[config.mk]
export PLATFORM = sky130hd
export DESIGN_NAME = uart_xcvr_fifo_flat
export DESIGN_NICKNAME = d
export VERILOG_FILES = /design/src/rtl/uart_xcvr_fifo_if.sv /design/src/rtl/uart_xcvr_fifo.sv /design/src/flat_wrapper.sv
export SDC_FILE = /design/constraint.sdc
export NUM_CORES = 1
export LEC_CHECK = 0
export ABC_AREA = 1
export BUFFER_PORTS_ARGS = -buffer_cell sky130_fd_sc_hd__buf_4
export CAP_MARGIN = 20
export CORE_UTILIZATION = 50
export DETAILED_ROUTE_END_ITERATION = 7
export GPL_TIMING_DRIVEN = 0
export PLACE_DENSITY = 0.67
export SLEW_MARGIN = 20
export SYNTH_ARGS = -nofsm -noshare
export SYNTH_HDL_FRONTEND = slang
export SYNTH_SLANG_ARGS = --single-unit
[constraint.sdc]
create_clock -name clk_i -period 5.9 [get_ports clk_i]
set_input_delay 0.59 -clock clk_i [delete_from_list [all_inputs] [get_ports clk_i]]
set_output_delay 0.59 -clock clk_i [all_outputs]
set_load 0.03 [all_outputs]
[src/rtl/uart_xcvr_fifo_if.sv]
// Host-side streaming and serial pin bundle for uart_xcvr_fifo.
// The slave modport is the transceiver; the master modport is whatever drives it.
`timescale 1ns/1ps
interface uart_xcvr_fifo_if #(
  parameter int unsigned DATA_BITS = 8
);
  logic [DATA_BITS-1:0] tx_data_i;
  logic                 tx_valid_i;
  logic                 tx_ready_o;
  logic                 tx_busy_o;
  logic                 tx_o;
  logic                 rx_i;
  logic [DATA_BITS-1:0] rx_data_o;
  logic                 rx_perr_o;
  logic                 rx_ferr_o;
  logic                 rx_break_o;
  logic                 rx_valid_o;
  logic                 rx_ready_i;
  logic                 rx_overflow_o;

  modport slave (
    input  tx_data_i, tx_valid_i, rx_i, rx_ready_i,
    output tx_ready_o, tx_busy_o, tx_o, rx_data_o, rx_perr_o, rx_ferr_o, rx_break_o,
           rx_valid_o, rx_overflow_o
  );

  modport master (
    output tx_data_i, tx_valid_i, rx_i, rx_ready_i,
    input  tx_ready_o, tx_busy_o, tx_o, rx_data_o, rx_perr_o, rx_ferr_o, rx_break_o,
           rx_valid_o, rx_overflow_o
  );
endinterface

[src/rtl/uart_xcvr_fifo.sv]
// Parametrised UART transceiver with TX/RX FIFOs, optional parity, 1/2 stop bits and
// parity/framing/break/overflow detection on the receive side.
`timescale 1ns/1ps
module uart_xcvr_fifo #(
  parameter int unsigned CLKS_PER_BIT = 16,
  parameter int unsigned DATA_BITS    = 8,
  parameter int unsigned PARITY       = 0,
  parameter int unsigned STOP_BITS    = 1,
  parameter int unsigned FIFO_DEPTH   = 4
) (
  input logic             clk_i,
  input logic             rst_i,
  uart_xcvr_fifo_if.slave bus
);
  localparam int unsigned AW = $clog2(FIFO_DEPTH);
  localparam int unsigned CW = $clog2(STOP_BITS * CLKS_PER_BIT);
  localparam int unsigned EW = DATA_BITS + 3;

  localparam logic [CW-1:0] CntOne  = {{(CW-1){1'b0}}, 1'b1};
  localparam logic [CW-1:0] CntBit  = CW'(CLKS_PER_BIT - 1);
  localparam logic [CW-1:0] CntHalf = CW'(CLKS_PER_BIT / 2 - 1);
  localparam logic [CW-1:0] CntStop = CW'(STOP_BITS * CLKS_PER_BIT - 1);
  localparam logic [3:0]    BitLast = 4'(DATA_BITS - 1);
  localparam logic [AW:0]   PtrOne  = {{AW{1'b0}}, 1'b1};
  localparam logic          HasPar  = (PARITY != 0);
  localparam logic          ParOdd  = (PARITY == 2);

  localparam logic [2:0] StIdle   = 3'd0;
  localparam logic [2:0] StStart  = 3'd1;
  localparam logic [2:0] StData   = 3'd2;
  localparam logic [2:0] StParity = 3'd3;
  localparam logic [2:0] StStop   = 3'd4;

  // ---------------- TX FIFO ----------------
  logic [DATA_BITS-1:0] r_tx_mem [FIFO_DEPTH];
  logic [AW:0]          r_tx_wp, r_tx_rp;
  logic                 w_tx_empty, w_tx_full, w_tx_push, w_tx_pop;
  logic [DATA_BITS-1:0] w_tx_head;

  logic [2:0]           r_tx_state;
  logic [CW-1:0]        r_tx_cnt;
  logic [3:0]           r_tx_bit;
  logic [DATA_BITS-1:0] r_tx_shift;
  logic                 r_tx_par;
  logic                 r_tx_o;

  assign w_tx_empty = (r_tx_wp == r_tx_rp);
  assign w_tx_full  = (r_tx_wp[AW] != r_tx_rp[AW]) && (r_tx_wp[AW-1:0] == r_tx_rp[AW-1:0]);
  assign w_tx_head  = r_tx_mem[r_tx_rp[AW-1:0]];
  assign w_tx_push  = bus.tx_valid_i & ~w_tx_full;
  // Pop in IDLE, or at the last stop cycle so the next start bit follows with no gap.
  assign w_tx_pop   = ~w_tx_empty &
                      ((r_tx_state == StIdle) | ((r_tx_state == StStop) & (r_tx_cnt == CntStop)));

  always_ff @(posedge clk_i) begin
    if (w_tx_push) r_tx_mem[r_tx_wp[AW-1:0]] <= bus.tx_data_i;
  end

  always_ff @(posedge clk_i) begin
    if (rst_i) begin
      r_tx_wp <= '0;
      r_tx_rp <= '0;
    end else begin
      if (w_tx_push) r_tx_wp <= r_tx_wp + PtrOne;
      if (w_tx_pop)  r_tx_rp <= r_tx_rp + PtrOne;
    end
  end

  // ---------------- TX FSM ----------------
  always_ff @(posedge clk_i) begin
    if (rst_i) begin
      r_tx_state <= StIdle;
      r_tx_cnt   <= '0;
      r_tx_bit   <= '0;
      r_tx_shift <= '0;
      r_tx_par   <= 1'b0;
      r_tx_o     <= 1'b1;
    end else begin
      case (r_tx_state)
        StIdle: begin
          if (w_tx_pop) begin
            r_tx_state <= StStart;
            r_tx_o     <= 1'b0;
            r_tx_cnt   <= '0;
            r_tx_shift <= w_tx_head;
            r_tx_par   <= (^w_tx_head) ^ ParOdd;
          end
        end
        StStart: begin
          if (r_tx_cnt == CntBit) begin
            r_tx_state <= StData;
            r_tx_cnt   <= '0;
            r_tx_bit   <= '0;
            r_tx_o     <= r_tx_shift[0];
          end else begin
            r_tx_cnt <= r_tx_cnt + CntOne;
          end
        end
        StData: begin
          if (r_tx_cnt == CntBit) begin
            r_tx_cnt <= '0;
            if (r_tx_bit == BitLast) begin
              r_tx_state <= HasPar ? StParity : StStop;
              r_tx_o     <= HasPar ? r_tx_par : 1'b1;
            end else begin
              r_tx_bit   <= r_tx_bit + 4'd1;
              r_tx_shift <= r_tx_shift >> 1;
              r_tx_o     <= r_tx_shift[1];
            end
          end else begin
            r_tx_cnt <= r_tx_cnt + CntOne;
          end
        end
        StParity: begin
          if (r_tx_cnt == CntBit) begin
            r_tx_state <= StStop;
            r_tx_cnt   <= '0;
            r_tx_o     <= 1'b1;
          end else begin
            r_tx_cnt <= r_tx_cnt + CntOne;
          end
        end
        StStop: begin
          if (r_tx_cnt == CntStop) begin
            r_tx_cnt <= '0;
            if (w_tx_pop) begin
              r_tx_state <= StStart;
              r_tx_o     <= 1'b0;
              r_tx_shift <= w_tx_head;
              r_tx_par   <= (^w_tx_head) ^ ParOdd;
            end else begin
              r_tx_state <= StIdle;
            end
          end else begin
            r_tx_cnt <= r_tx_cnt + CntOne;
          end
        end
        default: begin
          r_tx_state <= StIdle;
          r_tx_o     <= 1'b1;
        end
      endcase
    end
  end

  // ---------------- RX synchroniser ----------------
  logic [1:0] r_rx_sync;
  logic       r_rx_prev;
  logic       w_rxs, w_rx_fall;

  always_ff @(posedge clk_i) begin
    if (rst_i) begin
      r_rx_sync <= 2'b11;
      r_rx_prev <= 1'b1;
    end else begin
      r_rx_sync <= {r_rx_sync[0], bus.rx_i};
      r_rx_prev <= w_rxs;
    end
  end

  assign w_rxs     = r_rx_sync[1];
  // A line held low after a frame (break) produces no new edge until it goes high again.
  assign w_rx_fall = r_rx_prev & ~w_rxs;

  // ---------------- RX FSM ----------------
  logic [2:0]           r_rx_state;
  logic [CW-1:0]        r_rx_cnt;
  logic [3:0]           r_rx_bit;
  logic [DATA_BITS-1:0] r_rx_shift;
  logic                 r_rx_perr;
  logic                 r_rx_ovf;
  logic                 w_rx_push, w_rx_ferr, w_rx_brk;

  always_ff @(posedge clk_i) begin
    if (rst_i) begin
      r_rx_state <= StIdle;
      r_rx_cnt   <= '0;
      r_rx_bit   <= '0;
      r_rx_shift <= '0;
      r_rx_perr  <= 1'b0;
    end else begin
      case (r_rx_state)
        StIdle: begin
          if (w_rx_fall) begin
            r_rx_state <= StStart;
            r_rx_cnt   <= '0;
            r_rx_perr  <= 1'b0;
          end
        end
        StStart: begin
          if (r_rx_cnt == CntHalf) begin
            r_rx_cnt   <= '0;
            r_rx_bit   <= '0;
            r_rx_state <= w_rxs ? StIdle : StData;
          end else begin
            r_rx_cnt <= r_rx_cnt + CntOne;
          end
        end
        StData: begin
          if (r_rx_cnt == CntBit) begin
            r_rx_cnt   <= '0;
            r_rx_shift <= {w_rxs, r_rx_shift[DATA_BITS-1:1]};
            if (r_rx_bit == BitLast) r_rx_state <= HasPar ? StParity : StStop;
            else                     r_rx_bit   <= r_rx_bit + 4'd1;
          end else begin
            r_rx_cnt <= r_rx_cnt + CntOne;
          end
        end
        StParity: begin
          if (r_rx_cnt == CntBit) begin
            r_rx_cnt   <= '0;
            r_rx_perr  <= w_rxs ^ (^r_rx_shift) ^ ParOdd;
            r_rx_state <= StStop;
          end else begin
            r_rx_cnt <= r_rx_cnt + CntOne;
          end
        end
        StStop: begin
          if (r_rx_cnt == CntBit) begin
            r_rx_cnt   <= '0;
            r_rx_state <= StIdle;
          end else begin
            r_rx_cnt <= r_rx_cnt + CntOne;
          end
        end
        default: r_rx_state <= StIdle;
      endcase
    end
  end

  assign w_rx_push = (r_rx_state == StStop) && (r_rx_cnt == CntBit);
  assign w_rx_ferr = ~w_rxs;
  assign w_rx_brk  = ~w_rxs & (r_rx_shift == '0);

  // ---------------- RX FIFO ----------------
  logic [EW-1:0] r_rx_mem [FIFO_DEPTH];
  logic [AW:0]   r_rx_wp, r_rx_rp;
  logic          w_rx_empty, w_rx_full, w_rx_pop, w_rx_accept;
  logic [EW-1:0] w_rx_head;

  assign w_rx_empty  = (r_rx_wp == r_rx_rp);
  assign w_rx_full   = (r_rx_wp[AW] != r_rx_rp[AW]) && (r_rx_wp[AW-1:0] == r_rx_rp[AW-1:0]);
  assign w_rx_pop    = bus.rx_ready_i & ~w_rx_empty;
  assign w_rx_accept = w_rx_push & (~w_rx_full | w_rx_pop);
  assign w_rx_head   = r_rx_mem[r_rx_rp[AW-1:0]];

  always_ff @(posedge clk_i) begin
    if (w_rx_accept) r_rx_mem[r_rx_wp[AW-1:0]] <= {w_rx_brk, w_rx_ferr, r_rx_perr, r_rx_shift};
  end

  always_ff @(posedge clk_i) begin
    if (rst_i) begin
      r_rx_wp  <= '0;
      r_rx_rp  <= '0;
      r_rx_ovf <= 1'b0;
    end else begin
      if (w_rx_accept) r_rx_wp <= r_rx_wp + PtrOne;
      if (w_rx_pop)    r_rx_rp <= r_rx_rp + PtrOne;
      r_rx_ovf <= w_rx_push & ~w_rx_accept;
    end
  end

  // ---------------- Outputs ----------------
  assign bus.tx_ready_o    = ~w_tx_full;
  assign bus.tx_busy_o     = (r_tx_state != StIdle);
  assign bus.tx_o          = r_tx_o;
  assign bus.rx_data_o     = w_rx_head[DATA_BITS-1:0];
  assign bus.rx_perr_o     = w_rx_head[DATA_BITS];
  assign bus.rx_ferr_o     = w_rx_head[DATA_BITS+1];
  assign bus.rx_break_o    = w_rx_head[DATA_BITS+2];
  assign bus.rx_valid_o    = ~w_rx_empty;
  assign bus.rx_overflow_o = r_rx_ovf;
endmodule

[src/flat_wrapper.sv]
// flat-port wrapper written by rule: the top's interface ports become plain ports
module uart_xcvr_fifo_flat 
#(
  parameter int unsigned CLKS_PER_BIT = 16,
  parameter int unsigned DATA_BITS    = 8,
  parameter int unsigned PARITY       = 0,
  parameter int unsigned STOP_BITS    = 1,
  parameter int unsigned FIFO_DEPTH   = 4
)
  (clk_i, rst_i, bus_tx_data_i, bus_tx_valid_i, bus_rx_i, bus_rx_ready_i, bus_tx_ready_o, bus_tx_busy_o, bus_tx_o, bus_rx_data_o, bus_rx_perr_o, bus_rx_ferr_o, bus_rx_break_o, bus_rx_valid_o, bus_rx_overflow_o);
  uart_xcvr_fifo_if #(.DATA_BITS(DATA_BITS)) bus_i ();
  input logic clk_i;
  input logic rst_i;
  input wire logic [$bits(bus_i.tx_data_i)-1:0] bus_tx_data_i;
  input wire logic [$bits(bus_i.tx_valid_i)-1:0] bus_tx_valid_i;
  input wire logic [$bits(bus_i.rx_i)-1:0] bus_rx_i;
  input wire logic [$bits(bus_i.rx_ready_i)-1:0] bus_rx_ready_i;
  output wire logic [$bits(bus_i.tx_ready_o)-1:0] bus_tx_ready_o;
  output wire logic [$bits(bus_i.tx_busy_o)-1:0] bus_tx_busy_o;
  output wire logic [$bits(bus_i.tx_o)-1:0] bus_tx_o;
  output wire logic [$bits(bus_i.rx_data_o)-1:0] bus_rx_data_o;
  output wire logic [$bits(bus_i.rx_perr_o)-1:0] bus_rx_perr_o;
  output wire logic [$bits(bus_i.rx_ferr_o)-1:0] bus_rx_ferr_o;
  output wire logic [$bits(bus_i.rx_break_o)-1:0] bus_rx_break_o;
  output wire logic [$bits(bus_i.rx_valid_o)-1:0] bus_rx_valid_o;
  output wire logic [$bits(bus_i.rx_overflow_o)-1:0] bus_rx_overflow_o;
  assign bus_i.tx_data_i = bus_tx_data_i;
  assign bus_i.tx_valid_i = bus_tx_valid_i;
  assign bus_i.rx_i = bus_rx_i;
  assign bus_i.rx_ready_i = bus_rx_ready_i;
  assign bus_tx_ready_o = bus_i.tx_ready_o;
  assign bus_tx_busy_o = bus_i.tx_busy_o;
  assign bus_tx_o = bus_i.tx_o;
  assign bus_rx_data_o = bus_i.rx_data_o;
  assign bus_rx_perr_o = bus_i.rx_perr_o;
  assign bus_rx_ferr_o = bus_i.rx_ferr_o;
  assign bus_rx_break_o = bus_i.rx_break_o;
  assign bus_rx_valid_o = bus_i.rx_valid_o;
  assign bus_rx_overflow_o = bus_i.rx_overflow_o;
  uart_xcvr_fifo #(.CLKS_PER_BIT(CLKS_PER_BIT), .DATA_BITS(DATA_BITS), .PARITY(PARITY), .STOP_BITS(STOP_BITS), .FIFO_DEPTH(FIFO_DEPTH)) u_core (.clk_i(clk_i), .rst_i(rst_i), .bus(bus_i));
endmodule
After elaboration in Yosys (flattened, before gate mapping)
Memories as Yosys holds them, arrays and structs flattened. A register that Yosys moved wholly into a read port is not among the register bits.
Index checks and enable logic that the tools add are counted.
W data, S select, Z words.
{"block": "word_totals", "regBits": 56, "mem_bits_rw": 76, "wordCells": 157, "mem_count": 2}
{"block": "op_classes", "addsub": 8, "eq_ne": 33, "muxes": 54, "bitwise_logic": 17, "n_reduce_logical": 26}
{"name": "u_core.r_rx_mem", "words": 4, "width": 11, "rd": 1, "rd_ports_with_merged_regs": 1, "wr": 1, "line": "uart_xcvr_fifo.sv:236", "text": "logic [EW-1:0] r_rx_mem [FIFO_DEPTH];"}
{"name": "u_core.r_tx_mem", "words": 4, "width": 8, "rd": 1, "rd_ports_with_merged_regs": 1, "wr": 1, "line": "uart_xcvr_fifo.sv:35", "text": "logic [DATA_BITS-1:0] r_tx_mem [FIFO_DEPTH];"}
{"operator": "$mux W4", "count": 11}
{"operator": "$mux W3", "count": 12}
{"operator": "$mux W8", "count": 4}
{"operator": "$pmux W3 S5", "count": 2}
{"operator": "$pmux W4 S2", "count": 3}
{"operator": "$pmux W8 S3", "count": 1}
{"operator": "$ne A2 B1 Y1 const B", "count": 11}
{"operator": "$add A4 B1 Y4 const B", "count": 4}
{"operator": "$reduce_and A4 Y1", "count": 4}
{"operator": "$mux W1", "count": 13}
{"operator": "$add A3 B1 Y3 const B", "count": 4}
{"operator": "$eq A3 B2 Y1 const B", "count": 4}
{"operator": "$eq A4 B3 Y1 const B", "count": 3}
{"operator": "$pmux W4 S3", "count": 1}
{"operator": "$reduce_and A6 Y1", "count": 2}
{"operator": "$mux W2", "count": 5}
{"operator": "$reduce_bool A3 Y1", "count": 3}
{"operator": "$and A1 B1 Y1", "count": 8}
{"operator": "$eq A4 B4 Y1 const B", "count": 2}
{"operator": "$logic_not A8 Y1", "count": 1}
{"operator": "$reduce_bool A2 Y1", "count": 4}
{"operator": "$reduce_xor A8 Y1", "count": 1}
{"operator": "$eq A3 B1 Y1 const B", "count": 2}
{"operator": "$eq A3 B3 Y1", "count": 2}
{"operator": "other kinds (15)", "count": 31}

Longest topological paths before layout
{"block": "depth", "word_depth": 7, "mapped_depth": 10, "mapped_depth_nobuf": 10}

Worst setup path before layout
No wires, ideal clock.
{"block": "synth_timing", "path_type": "register to register", "start": "register u_core.r_rx_cnt[0]", "end": "memory u_core.r_rx_mem[0][0] (netlist bit), enable pin", "setup_ps": 378, "arrival_time_ps": 1672, "required_ps": 5522, "setup_slack_ps": 3850, "stages_incl_launch_ff": 8, "path_buffers": 0, "synth_period_minus_slack_ps": 2050, "path_cell_list": "dfxtp_1 > ha_1 > nand2_2 > nor2_2 > inv_2 > nor2_1 > nand2_1 > nor2_1"}
{"block": "synth_between", "elab_chain_len": 5}
{"item": "start, declared", "line": "uart_xcvr_fifo.sv:167", "text": "logic [CW-1:0] r_rx_cnt;"}
{"item": "start signal, assigned", "line": "uart_xcvr_fifo.sv:196", "text": "r_rx_cnt <= r_rx_cnt + CntOne;"}
{"item": "start signal, assigned", "line": "uart_xcvr_fifo.sv:206", "text": "r_rx_cnt <= r_rx_cnt + CntOne;"}
{"item": "start signal, assigned", "line": "uart_xcvr_fifo.sv:215", "text": "r_rx_cnt <= r_rx_cnt + CntOne;"}
{"item": "$eq A4 B4 Y1", "line": "uart_xcvr_fifo.sv:231", "text": "assign w_rx_push = (r_rx_state == StStop) && (r_rx_cnt == CntBit);"}
{"item": "$logic_and A1 B1 Y1", "line": "uart_xcvr_fifo.sv:231"}
{"item": "$and A1 B1 Y1", "line": "uart_xcvr_fifo.sv:244", "text": "assign w_rx_accept = w_rx_push & (~w_rx_full | w_rx_pop);"}
{"item": "$mux W1", "line": "uart_xcvr_fifo.sv:248", "text": "if (w_rx_accept) r_rx_mem[r_rx_wp[AW-1:0]] <= {w_rx_brk, w_rx_ferr, r_rx_perr, r_rx_shift};"}
{"item": "$mux W1 (implied by the code)", "line": "uart_xcvr_fifo.sv:248"}
{"item": "end, declared", "line": "uart_xcvr_fifo.sv:236"}
Every way passes these cells.

Worst setup path after layout
{"block": "layout_timing", "start": "register u_core.r_rx_cnt[0]", "end": "memory u_core.r_rx_mem[3][4] (netlist bit), enable pin"}
Same word-level chain as after synthesis.

==> metrics.md <==
| Metric | Value |
|---|---|
| Outcome | finished with violations |
| Failing checks | DRC |
| Hold Crit Class | primary input to register |
| Total number of H-tree levels | 4 |
| WHS | 0.3723 ns |
| Sequential cell area fraction in the yosys report | 0.5726 |
| Routed Wire Length | 12120 um |
| First-pass GRT wire length | 20440 um |
| Final Hold Viols | 0 |
| Leading cell types in the layout, fill and taps excluded | sky130_fd_sc_hd__nand2_1, sky130_fd_sc_hd__nor2_1, sky130_fd_sc_hd__edfxtp_1, sky130_fd_sc_hd__inv_1, sky130_fd_sc_hd__dfxtp_1 |
| Insertion delay of the later-clocked pin in the worst-skew pair | 0.42 ns |
| RePlAce Congestion | 0.8544 |
| Leakage | 2.786 nW |
| Iteration count of the initial detailed-routing pass | 7 |
| Residual overflow from global routing | 0 |
| # hold bufs at CTS | 0 |
| Main combinational cell family by area after synthesis | simple AND/OR/NAND/NOR gates |
| Mean post-synth cell area | 9.217 um^2 |
| Compound-gate portion of the synthesized area | 0.09996 |
| Number of placed instances with taps included | 831 |
| Number of top-level design ports | 29 |
| Worst-Margin Slew | 1.097 ns |
| Initial DRC Count | 258 |
| Number of cells in the finished layout apart from fillers | 864 |
| Count of unresolved DRC violations after routing | 4 |
| Worst slack at placement | 3.241 ns |
| Post-synthesis xor/xnor area fraction | 0.01440 |
| Share of cells above drive strength 1 | 0.1429 |
| FMAX | 382.8 MHz |
| Overall track demand over capacity in global routing | 0.2100 |
| Proportion of synthesized area in mux cells | 0 |
| Mean number of vias per cell | 5.197 |
| Root buffer selected by CTS | sky130_fd_sc_hd__clkbuf_16 |
| Critical path start-end classification | register to register |
| Worst VDD drop | 290.0 uV |
| Async S/R FF share, synth | 0 |
| Distinct cell type count after synthesis | 36 |
| Number of standard-cell rows in the floorplan | 39 |
| Initial antenna violation count | 0 |
| Detailed placer's ending HPWL | 8403 um |
| Cts repair resizes | 0 |
| Cell Area, Placed | 0.006472 mm^2 |
| Most common library cell in the layout ignoring fill and taps | sky130_fd_sc_hd__nand2_1 |
| Number of flip-flops and latches in the synthesized netlist | 136 |
| Vias in the first global route | 4415 |
| Number of clock sinks seen by CTS | 136 |
| Max Fanout on Critical Path | 11 |
| Simple-gate share of the synthesized area | 0.2164 |
| Input/output buffers | 28 |
| Post-route antenna net violation count | 0 |
| Setup Viol. Count Final | 0 |
| Power consumption | 2.729 mW |
| Initial core utilization | 0.5238 |
| Instance count of the mapped netlist | 660 |
| Ratio of final minimum period to clock period | 0.4428 |
| Inserted Clock Buffers | 17 |
| Post-CTS setup buffers | 0 |
| Primary flip-flop cell chosen by synthesis mapping | sky130_fd_sc_hd__edfxtp_1 |
| Max-capacitance violation count | 0 |
| Number of pins exceeding their max-slew limit in the final report | 0 |
| Syn. warnings | 0 |
| Clock tree from TritonCTS | yes |
| Post-layout utilization of the core | 0.6068 |
| Max clock buf depth | 2 |
| Data arrival at the endpoint of the critical path | 2.64 ns |
| Die ar. | 0.01261 mm^2 |
| Adder-cell share of the synthesized area | 0.03702 |
| Areal power density over the cells | 387.3 mW/mm^2 |
| Count of inserted antenna diode cells | 0 |
| Vertical die dimension | 112.3 um |
| Area of all placed cells without fillers | 0.007047 mm^2 |
| Post-layout worst setup margin | 3.288 ns |
| RSZ-0062 raised after global routing | no |
| Syn Std Cell Area | 0.006083 mm^2 |
| Wire length per cell after detailed routing | 14.02 um |
| Area Overhead vs Synth | 15.84% |
| Via count | 4490 |
| CORE AREA | 0.01161 mm^2 |
| Post-route minimum period | 2.612 ns |
| Number of enable-type register cells in the synthesized netlist | 76 |
| Worst clock skew | 0.008642 ns |
| Critical Path Source Type | register |
| Worst slew margin relative to its limit | 0.2660 |
| Floorplan die width | 112.3 um |
| Fillers | 989 |
| Maximum number of pins on one net before global-route repair | 17 |
| Syn nets | 691 |
| Nets@finish | 739 |
| Clock transition time at the flip-flop clock pins of the worst setup and hold paths | 0.06 ns |
| Worst setup EP type | register |
| Required time worst endpoint | 5.93 ns |
| Final total negative setup slack | 0 ns |
[metal layers]
layer	part of all wire	GRT usage	wire, um	up-vias
li1	-	-	-	2293
met1	0.44	0.2442	5317	2097
met2	0.51	0.3714	6128	81
met3	0.036	0.04644	437	19
met4	0.019	0.09511	232	0
met5	0	0	0	-
[cell type report]
cell class	instances	area [um^2]	area share
Inverter	72	270.3	0.03835
Buffer	17	92.59	0.01314
Multi-Input combinational cell	435	2240	0.3178
Clock buffer	23	500.5	0.07102
Clock inverter	9	63.81	0.009055
Tap cell	143	178.9	0.02539
Sequential cell	136	3483	0.4943
Timing Repair Buffer	29	217.7	0.03089
[worst paths after layout]
path                                         endpoint  cells past startpoint           startpoint  slack, ns
worst min register to register    u_core.r_rx_sync[1]                      1  u_core.r_rx_sync[0]       0.43
worst max-delay path            u_core.r_rx_mem[3][4]                      7   u_core.r_rx_cnt[0]       3.29
worst max register to register  u_core.r_rx_mem[3][4]                      7   u_core.r_rx_cnt[0]       3.29
worst min-delay path            u_core.r_tx_mem[2][3]                      1     bus_tx_data_i[3]       0.37
[critical path: stages (launching register included)]
cell and delay, ns:
sky130_fd_sc_hd__dfxtp_1 0.37, sky130_fd_sc_hd__ha_1 0.20, sky130_fd_sc_hd__nand2_2 0.09, sky130_fd_sc_hd__nor2_2 0.15, sky130_fd_sc_hd__inv_2 0.10, sky130_fd_sc_hd__nor2_1 0.22
sky130_fd_sc_hd__nand2_1 0.22, sky130_fd_sc_hd__nor2_1 0.87
[cells by family (layout without fill, tap and decap cells)]
kind of cell | Yosys count | after routing
buf+inv | 89 | 150
fa+ha+maj | 18 | 18
flops | 136 | 136
xor+xnor | 10 | 10
simple gates | 292 | 292
compound gates | 115 | 115
[sequential cells by signal, summed over array words and instances (netlist names), named ones only]
name	cells
u_core.bus.rx_overflow_o	1
u_core.bus.tx_o	1
u_core.r_rx_bit	4
u_core.r_rx_cnt	4
u_core.r_rx_mem	44
u_core.r_rx_perr	1
u_core.r_rx_prev	1
u_core.r_rx_rp	3
u_core.r_rx_shift	8
u_core.r_rx_state	3
u_core.r_rx_sync	2
u_core.r_rx_wp	3
u_core.r_tx_bit	4
u_core.r_tx_cnt	4
u_core.r_tx_mem	32
u_core.r_tx_rp	3
u_core.r_tx_shift	8
u_core.r_tx_state	3
u_core.r_tx_wp	3
[where the power goes]
part | switching [mW] | total [mW] | internal [mW]
logic | 0.415 | 0.630 | 0.215
registers | 0.0476 | 1.12 | 1.07
clock network | 0.383 | 0.982 | 0.599
[synth_stat cells (3+ instances only)]
library cell               instances  area share
sky130_fd_sc_hd__a21oi_1          43       0.035
sky130_fd_sc_hd__a21oi_2           3      0.0043
sky130_fd_sc_hd__buf_2             4      0.0033
sky130_fd_sc_hd__clkbuf_1         10      0.0062
sky130_fd_sc_hd__dfxtp_1          60        0.20
sky130_fd_sc_hd__edfxtp_1         76        0.38
sky130_fd_sc_hd__ha_1             18       0.037
sky130_fd_sc_hd__inv_1            65       0.040
sky130_fd_sc_hd__inv_2             6      0.0037
sky130_fd_sc_hd__nand2_1         125       0.077
sky130_fd_sc_hd__nand2_2           8      0.0082
sky130_fd_sc_hd__nand2_4           3      0.0056
sky130_fd_sc_hd__nand3_1          38       0.031
sky130_fd_sc_hd__nand3_2           3      0.0049
sky130_fd_sc_hd__nand3b_1          6      0.0074
sky130_fd_sc_hd__nand4_1           3      0.0031
sky130_fd_sc_hd__nor2_1           86       0.053
sky130_fd_sc_hd__nor2_2            6      0.0062
sky130_fd_sc_hd__nor2_4            4      0.0074
sky130_fd_sc_hd__o21ai_0          52       0.043
sky130_fd_sc_hd__o21ai_1           4      0.0033
sky130_fd_sc_hd__o22ai_1          11       0.011
sky130_fd_sc_hd__xor2_1            8       0.012
(Power assumes the default switching activity.)
